$ cat config.mk
export PLATFORM = sky130hd
export DESIGN_NAME = keypad_hold_detector
export DESIGN_NICKNAME = d
export VERILOG_FILES = /design/src/rtl/keypad_hold_detector.sv
export SDC_FILE = /design/constraint.sdc
export NUM_CORES = 1
export LEC_CHECK = 0
export CAP_MARGIN = 30
export CORE_ASPECT_RATIO = 0.8
export CORE_MARGIN = 3
export CORE_UTILIZATION = 62
export DETAILED_ROUTE_END_ITERATION = 8
export PLACE_DENSITY = 0.92
export SLEW_MARGIN = 20
export SYNTH_ARGS = -nofsm -noshare
export SYNTH_HDL_FRONTEND = slang
export SYNTH_SLANG_ARGS = --single-unit
$ cat constraint.sdc
create_clock -name clk -period 7.7 [get_ports clk]
set_clock_uncertainty 0.05 [all_clocks]
set_input_delay 1.54 -clock clk [delete_from_list [all_inputs] [get_ports clk]]
set_output_delay 1.54 -clock clk [all_outputs]
set_load 0.01 [all_outputs]
$ cat src/rtl/keypad_hold_detector.sv
// keypad_hold_detector
//   Watches a one-hot keypad bus and counts consecutive sampling edges on which
//   a single key is held. Once HOLD_CYCLES consecutive edges have seen the same
//   key, it emits a one-cycle press pulse on out and publishes the key index on
//   key_code. Two or more keys at once are rejected and flagged on multi.
//
//   Optional feature macro: KEYPAD_AUTOREPEAT_EN
//     defined   -> after the first pulse, a further pulse every REPEAT_CYCLES
//                  edges while the same key stays held.
//     undefined -> one pulse per press.
//
//   state  | meaning
//   -------+-----------------------------------------------------------------
//   IDLE   | no key being tracked
//   COUNT  | one key held, counting towards the hold threshold
//   FIRED  | threshold reached, waiting for release or a different key
//   REPEAT | (auto-repeat only) a repeat pulse was issued, same rules as FIRED
module keypad_hold_detector #(
    parameter int NUM_KEYS      = 10,
    parameter int HOLD_CYCLES   = 7,
    parameter int REPEAT_CYCLES = 4,
    localparam int CODE_W       = $clog2(NUM_KEYS)
) (
    input  logic                clk,
    input  logic                clear,
    input  logic [NUM_KEYS-1:0] keypad,
    output logic                out,
    output logic [CODE_W-1:0]   key_code,
    output logic                multi,
    output logic                busy
);

    // The counter only has to reach the larger of the two thresholds minus one,
    // and it is reset whenever a threshold is hit, so it can never wrap.
    localparam int CNT_MAX = (HOLD_CYCLES > REPEAT_CYCLES) ? HOLD_CYCLES : REPEAT_CYCLES;
    localparam int CNT_W   = $clog2(CNT_MAX + 1);

    localparam logic [CNT_W-1:0] CNT_ONE   = CNT_W'(1);
    localparam logic [CNT_W-1:0] HOLD_LAST = CNT_W'(HOLD_CYCLES - 1);
`ifdef KEYPAD_AUTOREPEAT_EN
    localparam logic [CNT_W-1:0] REP_LAST  = CNT_W'(REPEAT_CYCLES - 1);
`endif

    typedef enum logic [1:0] {
        IDLE   = 2'd0,
        COUNT  = 2'd1,
        FIRED  = 2'd2
`ifdef KEYPAD_AUTOREPEAT_EN
        ,
        REPEAT = 2'd3
`endif
    } state_t;

    state_t             state;
    logic [CNT_W-1:0]   cnt;
    logic [CODE_W-1:0]  held;

    logic [1:0]         n_set;
    logic [CODE_W-1:0]  idx;
    logic               is_single;
    logic               is_multi;
    logic               is_none;
    logic               same_key;

    // Classify the current keypad sample: number of lines high (saturating at
    // two) and the index of the highest line that is high.
    always_comb begin
        n_set = 2'd0;
        idx   = '0;
        for (int i = 0; i < NUM_KEYS; i++) begin
            if (keypad[i]) begin
                idx = CODE_W'(i);
                if (n_set != 2'd2) begin
                    n_set = n_set + 2'd1;
                end
            end
        end
    end

    assign is_none   = (n_set == 2'd0);
    assign is_single = (n_set == 2'd1);
    assign is_multi  = (n_set == 2'd2);
    assign same_key  = is_single && (idx == held);

    // Hold-detection FSM with all outputs registered; busy mirrors the next state.
    always_ff @(posedge clk) begin
        if (clear) begin
            state    <= IDLE;
            cnt      <= '0;
            held     <= '0;
            out      <= 1'b0;
            key_code <= '0;
            multi    <= 1'b0;
            busy     <= 1'b0;
        end else begin
            out   <= 1'b0;
            multi <= is_multi;

            case (state)
                IDLE: begin
                    if (is_single) begin
                        held  <= idx;
                        cnt   <= CNT_ONE;
                        state <= COUNT;
                        busy  <= 1'b1;
                    end else begin
                        busy  <= 1'b0;
                    end
                end

                COUNT: begin
                    if (same_key) begin
                        if (cnt == HOLD_LAST) begin
                            out      <= 1'b1;
                            key_code <= held;
                            cnt      <= '0;
                            state    <= FIRED;
                        end else begin
                            cnt <= cnt + CNT_ONE;
                        end
                        busy <= 1'b1;
                    end else if (is_single) begin
                        // A different key restarts the hold from its first edge.
                        held <= idx;
                        cnt  <= CNT_ONE;
                        busy <= 1'b1;
                    end else begin
                        cnt   <= '0;
                        state <= IDLE;
                        busy  <= 1'b0;
                    end
                end

`ifdef KEYPAD_AUTOREPEAT_EN
                FIRED, REPEAT: begin
`else
                FIRED: begin
`endif
                    if (is_none) begin
                        cnt   <= '0;
                        state <= IDLE;
                        busy  <= 1'b0;
                    end else if (is_single && !same_key) begin
                        // A new key pressed straight over the old one is tracked
                        // immediately so it is never lost.
                        held  <= idx;
                        cnt   <= CNT_ONE;
                        state <= COUNT;
                        busy  <= 1'b1;
                    end else if (same_key) begin
`ifdef KEYPAD_AUTOREPEAT_EN
                        if (cnt == REP_LAST) begin
                            out   <= 1'b1;
                            cnt   <= '0;
                            state <= REPEAT;
                        end else begin
                            cnt <= cnt + CNT_ONE;
                        end
`endif
                        busy <= 1'b1;
                    end else begin
                        // Several lines high: hold position, no pulse.
                        busy <= 1'b1;
                    end
                end

                default: begin
                    cnt   <= '0;
                    state <= IDLE;
                    busy  <= 1'b0;
                end
            endcase
        end
    end

endmodule

Word level (Yosys, flattened, before mapping)
Cells that the tools add are included.
- bits in registers: 16
- output and inout bits: 7
- bits in latches: 0
- bits in writable memories: 0
- bits in read-only memories: 0
- memories: 0
- word-level logic and storage cells: 104
- divide/modulo/power cells: 0
- reduce and logical (&&, ||, !) cells: 11
- multiply operators: 0
- bitwise gates (word level): 2
- shift operators: 0
- muxes and demuxes: 52
- $lt $le $gt $ge: 0
- eq/ne operators: 22
- $add $sub $neg: 10
- operators by type and width (cell ; number):
    two-way mux 2 bit ; 24
    two-way mux 4 bit ; 12
    inequality test 2 bit, second input constant ; 13
    adder 2 x 1 -> 2 bit, second input constant ; 9
    two-way mux 3 bit ; 5
    case mux 4 bit (3 select lines) ; 1
    inequality test 3 bit, second input constant ; 3
    case mux 3 bit (3 select lines) ; 1
    AND reduction 4 bit ; 2
    two-way mux 1 bit ; 7
    case mux 2 bit (3 select lines) ; 1
    == test 2 x 1 -> 1 bit, second input constant ; 2
    == test 2 bit, second input constant ; 2
    == test 4 bit ; 1
    zero test 2 bit ; 2
    adder 3 x 1 -> 3 bit, second input constant ; 1
    == test 3 bit, second input constant ; 1
    case mux 1 bit (3 select lines) ; 1
    AND reduction 3 bit ; 1
    nonzero test 3 bit ; 1
    OR reduction 3 bit ; 1
    logical AND 1 bit ; 2
    NOT 1 bit ; 2
    AND reduction 2 bit ; 1
    zero test 1 bit ; 1

Logic depth before layout (Yosys ltp)
Gate-level depths: netlist of the first run.
- depth in word-level cells: 35
- depth in mapped cells: 19
- gate-level depth less buffers: 18

Worst setup path before layout of the first run
No wires, ideal clock.
- path type: input port to flip-flop
- from: input port keypad[0]
- to: register busy
- stages on the path: 19
- arrival: 5.534 ns
- setup time: 0.086 ns
- buffers on the path: 2
- setup slack: 2.030 ns
- cells stage by stage: inv_1 -> ha_1 -> or4b_1 -> buf_2 -> o211ai_2 -> nand3_4 -> a31o_1 -> or3b_4 -> and3_4 -> a31oi_1 -> o21ai_0 -> xnor2_1 -> ha_1 -> nor2b_1 -> a2111oi_1 -> and2_1 -> buf_6 -> mux2_2 -> a211oi_1
- word-level cells in the longest chain between the ends: 32
- RTL lines (what ; RTL line ; source):
    from (decl) ; 26 ; input logic [NUM_KEYS-1:0] keypad,
    two-way mux 1 bit * ; 71 ; if (keypad[i]) begin
    adder 2 x 1 -> 2 bit or inequality test 2 bit (tied branches) ; 74, 73 ;
    two-way mux 2 bit ; 73 ; if (n_set != 2'd2) begin
    two-way mux 2 bit * ; 71 ;
    adder 2 x 1 -> 2 bit or inequality test 2 bit (tied branches) ; 74, 73 ;
    two-way mux 2 bit ; 73 ;
    two-way mux 2 bit * ; 71 ;
    adder 2 x 1 -> 2 bit or inequality test 2 bit (tied branches) ; 74, 73 ;
    [... 16 more ...] ; - ;
    two-way mux 2 bit * ; 71 ;
    adder 2 x 1 -> 2 bit or inequality test 2 bit (tied branches) ; 74, 73 ;
    two-way mux 2 bit ; 73 ;
    two-way mux 2 bit * ; 71 ;
    == test 2 x 1 -> 1 bit ; 81 ; assign is_single = (n_set == 2'd1);
    two-way mux 1 bit or logical AND 1 bit (tied branches) ; 101, 122, 83 ;
    two-way mux 1 bit ; 112 ; if (same_key) begin
    case mux 1 bit (3 select lines) * ; 99 ; case (state)
    to (signal assigned) ; 105 ; busy <= 1'b1;
    to (signal assigned) ; 121 ; busy <= 1'b1;
    to (signal assigned) ; 126 ; busy <= 1'b1;
    to (decl) ; 30 ; output logic busy
Mark *: on every way between the ends. The rest lies on a longest branch, timed or not.
A chain may end at the register's enable or synchronous reset.

Worst setup path after layout of the first run
- from: input port keypad[1]
- to: register busy
- word-level cells in the longest chain between the ends: 29
- RTL lines (what ; RTL line):
    two-way mux 2 bit ; 71
    adder 2 x 1 -> 2 bit or inequality test 2 bit (tied branches) ; 74, 73
    two-way mux 2 bit ; 73
    two-way mux 2 bit ; 71
    adder 2 x 1 -> 2 bit or inequality test 2 bit (tied branches) ; 74, 73
    two-way mux 2 bit ; 73
    two-way mux 2 bit ; 71
    adder 2 x 1 -> 2 bit or inequality test 2 bit (tied branches) ; 74, 73
    [... 13 more ...] ; -
    two-way mux 2 bit ; 71
    adder 2 x 1 -> 2 bit or inequality test 2 bit (tied branches) ; 74, 73
    two-way mux 2 bit ; 73
    two-way mux 2 bit ; 71
    == test 2 x 1 -> 1 bit ; 81
    two-way mux 1 bit or logical AND 1 bit (tied branches) ; 101, 122, 83
    two-way mux 1 bit ; 112
    case mux 1 bit (3 select lines) * ; 99
Marked as above.

==> metrics.txt, run 1 <==
result of the run=completed; clock tree from TritonCTS=yes; clock-pin transition on the worst setup and hold timing paths=0.07 ns; setup TNS=0 ns; post-synthesis xor/xnor area fraction=2.19%; number of buffers between clock root and the deepest sink=2; Worst path most repeated cell=ha_1; simple-gate area share of the yosys netlist=29.4%; GRT Util Overall=26.8%; number of I/O pins=19; Max IR drop VDD=0.119 mV; worst setup path class=in -> reg; vias in the first global route=1856; synthesis-stage register bit count=16; number of antenna violations at the first check in global routing=0; max-cap viol count=0; port bufs=18; vias post-DR=2184; highest cell delay on the worst timing path=0.69 ns; Slew @ Worst Pin=0.680 ns; diode insertion count for antenna repair=0; DPL Wire Length=3930 um; Most Crowded Layer GR=met2; Routed WL=5350 um; largest fanout on the critical path=9; commonest register cell after synthesis=dfxtp_1; combinational family with the most area after synthesis=compound AO/OA/AOI/OAI gates; Distinct cells, synth=77; cells traversed along the worst timing path=clkdlybuf4s50_1 -> inv_1 -> ha_1 -> or4b_1 -> o211ai_2 -> nand3_4 -> a311oi_1 -> o32ai_2 -> nor2_1 -> a31oi_1 -> o21ai_0 -> xnor2_1 -> ha_1 -> nor2b_1 -> a2111oi_1 -> and2_1 -> mux2_2 -> a211oi_1; synthesized netlist net count=277; Area growth, synth to finish=11.1%; Die Ht=56.8 um; Clock Latency Late Sink=0.25 ns; met2 Usage GRT=41.7%; # H-tree levels=1; reported leakage power=0.781 nW; CP arrival=6.58 ns; proportion of synthesized flip-flops having asynchronous set or reset=0%; Achievable Freq=155 MHz; fraction of met1 tracks used by global routing=37.6%; Hold Buf Count CTS=0; normalized max-slew margin=54.6%; Period minus WS final=6.46 ns; register cell area after layout=320 um^2; top library cells by usage in the layout, fill and taps aside=nand2_1, o21ai_0, clkdlybuf4s50_1; post-cts resize count=0; total die area=3940 um^2; utilization of the core after routing=76.2%; GRT Residual Overflow=0; R2R Setup Slk=4.77 ns; worst min-delay path category=reg -> reg; GR Util met3=5.90%; ANT nets after route=0; initial cell density of the core=68.6%; EDFF count, synth=0; commonest non-fill, non-tap cell in the layout=nand2_1; first-pass GRT wire length=8780 um; CP Launch Type=primary input; number of cells on the worst hold path=2; post-placement setup slack=1.04 ns; total buffers and inverters traversed by the critical path=2; cell at the root of the clock tree=clkbuf_8; count of fill cells added during filler insertion=196; cell area after layout=2220 um^2; final-stage net count=287; delay-heaviest family, CP=compound AO/OA/AOI/OAI gates; Final Max Slew Viols=0; power per cell area=160 nW/um^2; largest net degree at the start of global routing=18; Mapped Avg Cell Area=7.69 um^2; FF-to-FF path depth=10; number of gates on the worst path with buffers counted=18; required time worst endpoint=7.82 ns; DRC errors left=0; Worst path slowest cell=or4b_1; Clock Sink Count=16; post-synthesis adder-cell area fraction=3.63%; number of detailed-route iterations in the first pass=6; placement row count=17; drt initial violations=303; weighted congestion reported at the end of routability-driven placement=1.01; fraction of layout cells with a size suffix above 1=11.2%; synthesized netlist cell count=260; share of cell area taken by muxes after synthesis=8.14%; count of endpoints failing hold in the final timing report=0; multi-input gate area in the final layout=1580 um^2; overall die width=69.5 um; post-synthesis cell area=2000 um^2; via/cell ratio=7.11; clock buffers created by TritonCTS=3; fin worst setup slack=1.24 ns; Post-CTS Repair Setup Buffers=0; Core Footprint=2910 um^2; Yosys warning total=0; drt wl/cell=17.4 um; post-synthesis compound-gate area fraction=35.6%; Worst Setup End Kind=flop; Final setup viols=0; setup repair after global routing missed its margin=no; period utilization=83.9%; part of the Yosys area used for sequential elements=16.0%; Area after DPL=2160 um^2
## sequential cells by signal (all words and copies together) (netlist names)
register / cells
cnt: 3
multi: 1
out: 1
state: 2
busy: 1
held: 4
key_code: 4
## final cells by class
type / instances / share of cell area, %
clock buffer: 4 / 2.48
inverter: 9 / 1.52
multi-input combinational: 221 / 71.1
sequential: 16 / 14.4
tap: 38 / 2.14
timing repair buffer: 19 / 8.34
## per-layer routing
| layer | wire (um) | vias up |
|---|---|---|
| met5 | 0 | - |
| met4 | 48 | 0 |
| met3 | 607 | 10 |
| met2 | 2310 | 160 |
| met1 | 2380 | 987 |
| li1 | - | 1027 |
## power breakdown
group | internal (W) | leakage, nW | switching [W]
Clock | 0.0000454 | 0.0288 | 0.0000307
Combinational | 0.0000752 | 0.622 | 0.000105
Sequential | 0.0000907 | 0.130 | 0.00000851
## through the flow
step | std cells | hold WS [ns] | power [W]
finish | 307 | 0.431 | 0.000356
floorplan | 260 | 0.412 | 0.000240
detailed placement | 302 | 0.419 | 0.000274
global route | 307 | 0.459 | 0.000376
global placement | 302 | 0.415 | 0.000270
CTS | 306 | 0.435 | 0.000352
## Yosys cell counts, drive strengths merged (2+ instances only)
cell	number	share of area (%)
dfxtp	16	16
a2111oi	3	1.7
nor3b	3	1.4
or4	3	1.3
ha	5	3.1
o32a	4	2.0
nor4	3	1.3
mux2	2	1.1
buf	4	1.4
o211a	3	1.5
nand4	3	0.94
a21boi	2	0.75
nand2	20	3.8
a211o	2	0.88
nor2	17	3.2
nand2b	10	3.1
a211oi	9	3.6
o32ai	3	1.7
inv	8	1.5
a21oi	10	2.5
o211ai	5	2.1
or3	2	0.63
o21a	2	1.1
o21ai	23	5.9
and2	4	1.3
o31ai	5	2.1
a21o	2	0.75
mux2i	14	7.0
clkbuf	10	1.9
o2111ai	3	1.3
a31oi	6	2.2
nor2b	6	1.9
nor3	9	2.5
xnor2	5	2.2
and3	3	1.2
nand3	6	2.1
and3b	2	0.88
or2	4	1.3
a31o	3	1.3
nand3b	2	0.75
## worst min-delay path: stages (launching register included)
cell      delay (ns)
dfxtp_1         0.31
nand2b_1        0.06
mux2i_1         0.06
## cells by family (layout without fill, tap and decap cells)
logic type	count (synthesis)	count (layout)
mux	16	16
xor+xnor	5	5
fa+ha+maj	6	6
compound gates	93	93
flops	16	16
buf+inv	23	32
simple gates	101	101
## path summary, 6_finish.rpt
check / startpoint / end
max: keypad[1] / busy
min: key_code[2] / key_code[2]
max reg2reg: held[3] / cnt[2]
min reg2reg: key_code[2] / key_code[2]
(Power assumes the default switching activity.)
==> inputs of run 2 (changes only) <==
- CORE_UTILIZATION: 62 -> 53
- PLACE_DENSITY: 0.92 -> 0.85
- clock period: 7.7 -> 5.6 ns (I/O delays scaled with it)
==> metrics.txt, run 2 (synthesis results as in run 1) <==
required time worst endpoint=5.72 ns; post-placement setup slack=-0.240 ns; drt wl/cell=17.7 um; GRT Residual Overflow=0; Final setup viols=0; # H-tree levels=1; placement row count=19; number of I/O pins=19; worst min-delay path category=reg -> reg; total buffers and inverters traversed by the critical path=5; delay-heaviest family, CP=compound AO/OA/AOI/OAI gates; Area growth, synth to finish=31.3%; launch point of the worst reg-to-reg path=held[3]; diode insertion count for antenna repair=0; number of buffers between clock root and the deepest sink=2; Hold Startpoint=key_code[3]; top library cells by usage in the layout, fill and taps aside=buf_4, nand2_1, o21ai_0, clkdlybuf4s50_1, nor2_1; total power=0.000570 W; Routed WL=6260 um; highest cell delay on the worst timing path=0.47 ns; count of endpoints failing hold in the final timing report=0; total die area=4550 um^2; first-pass GRT wire length=9670 um; count of fill cells added during filler insertion=259; initial cell density of the core=56.8%; CP Launch Type=primary input; fraction of layout cells with a size suffix above 1=26.7%; DRC errors left=0; vias in the first global route=2145; largest fanout on the critical path=8; GRT Util Overall=26.9%; setup TNS=0 ns; drt initial violations=364; max-cap viol count=0; result of the run=completed; number of detailed-route iterations in the first pass=5; reg2reg end=cnt[1]; commonest non-fill, non-tap cell in the layout=buf_4; Worst Setup End Kind=flop; power per cell area=217 nW/um^2; vias post-DR=2411; number of antenna violations at the first check in global routing=0; via/cell ratio=6.83; Max IR drop VDD=0.178 mV; utilization of the core after routing=74.6%; multi-input gate area in the final layout=1660 um^2; Die Ht=60.9 um; clock tree from TritonCTS=yes; clock-pin transition on the worst setup and hold timing paths=0.06 ns; Worst Hold Endpoint=key_code[3]; R2R Setup Slk=2.99 ns; Worst path most repeated cell=buf_4; final-stage net count=329; port bufs=18; Hold Buf Count CTS=0; weighted congestion reported at the end of routability-driven placement=0.893; normalized max-slew margin=63.4%; Final Max Slew Viols=0; Slew @ Worst Pin=0.548 ns; FF-to-FF path depth=10; number of cells on the worst hold path=2; largest registers ranked by flip-flop count=held (4), key_code (4), cnt (3); worst hold margin=0.429 ns; cell at the root of the clock tree=clkbuf_8; period utilization=98.3%; DPL Wire Length=4380 um; CP arrival=5.63 ns; Achievable Freq=182 MHz; worst setup path class=in -> reg; cells traversed along the worst timing path=clkdlybuf4s50_1 -> inv_1 -> ha_4 -> buf_4 -> nor3_1 -> a31oi_2 -> nand3_4 -> buf_4 -> a311oi_1 -> o32ai_2 -> nor2_1 -> a31oi_1 -> o21ai_1 -> xnor2_1 -> ha_1 -> nor2b_2 -> a2111oi_4 -> and2_4 -> buf_4 -> or4_4 -> mux2i_1; fin worst setup slack=0.0943 ns; clock buffers created by TritonCTS=3; largest net degree at the start of global routing=17; Period minus WS final=5.51 ns; Worst path slowest cell=clkdlybuf4s50_1; register cell area after layout=320 um^2; reported leakage power=0.998 nW; Core Footprint=3520 um^2; Clock Sink Count=16; Clock Latency Late Sink=0.25 ns; overall die width=74.7 um; ANT nets after route=0
run 2: cell type report:
type                            count  share of cell area, %
Timing Repair Buffer               61                   19.2
Tap cell                           42                   2.00
Inverter                            9                   1.29
Clock buffer                        4                   2.10
Multi-Input combinational cell    221                   63.2
Sequential cell                    16                   12.2
run 2: power breakdown:
group / switching, W / total, W / internal (W)
Combinational: 0.000173 / 0.000332 / 0.000159
Sequential: 0.0000116 / 0.000136 / 0.000125
Clock: 0.0000394 / 0.000102 / 0.0000624
run 2: worst max path at each step:
stage,start,endpoint,slack [ns],cells after the start
2_1_floorplan,keypad[0],busy,0.35,19
3_3_place_gp,keypad[0],key_code[0],-0.1,20
3_5_place_dp,keypad[0],key_code[0],-0.24,20
4_1_cts,keypad[0],key_code[0],0.008,20
5_1_grt,keypad[1],key_code[3],-0.04,21
6_report,keypad[1],key_code[0],0.09,21
run 2: what timing repair did:
| action | 4_1_cts | 5_1_grt |
|---|---|---|
| gates resized for setup | 0 | 16 |
| endpoints found under the hold margin | 0 | 0 |
| setup buffers | 0 | 0 |
| setup endpoints to repair | 0 | 15 |
run 2: worst register-to-register path, cell delays in order (launching register included):
cell and delay, ns:
dfxtp_1 0.33, or4_1 0.52, a21oi_1 0.14, a21oi_1 0.07
a211oi_1 0.23, buf_4 0.22, nand2_1 0.08, mux2_2 0.27
o21ai_0 0.28, o21ai_0 0.16, o21ai_0 0.18
run 2: per-stage QoR:
| stage | cells | area, um^2 |
|---|---|---|
| floorplan | 260 | 2000 |
| global placement | 349 | 2490 |
| detailed placement | 349 | 2490 |
| CTS | 353 | 2540 |
| global route | 353 | 2620 |
| finish | 353 | 2620 |
run 2: per-layer routing:
| metal | part of all wire [%] | wire (um) | up-vias | global-route usage, % |
|---|---|---|---|---|
| met4 | 2.5 | 156 | 0 | 4.82 |
| met1 | 43 | 2700 | 1114 | 38.0 |
| met3 | 10 | 638 | 27 | 6.29 |
| li1 | - | - | 1107 | - |
| met5 | 0 | 0 | - | 0 |
| met2 | 44 | 2760 | 163 | 42.2 |
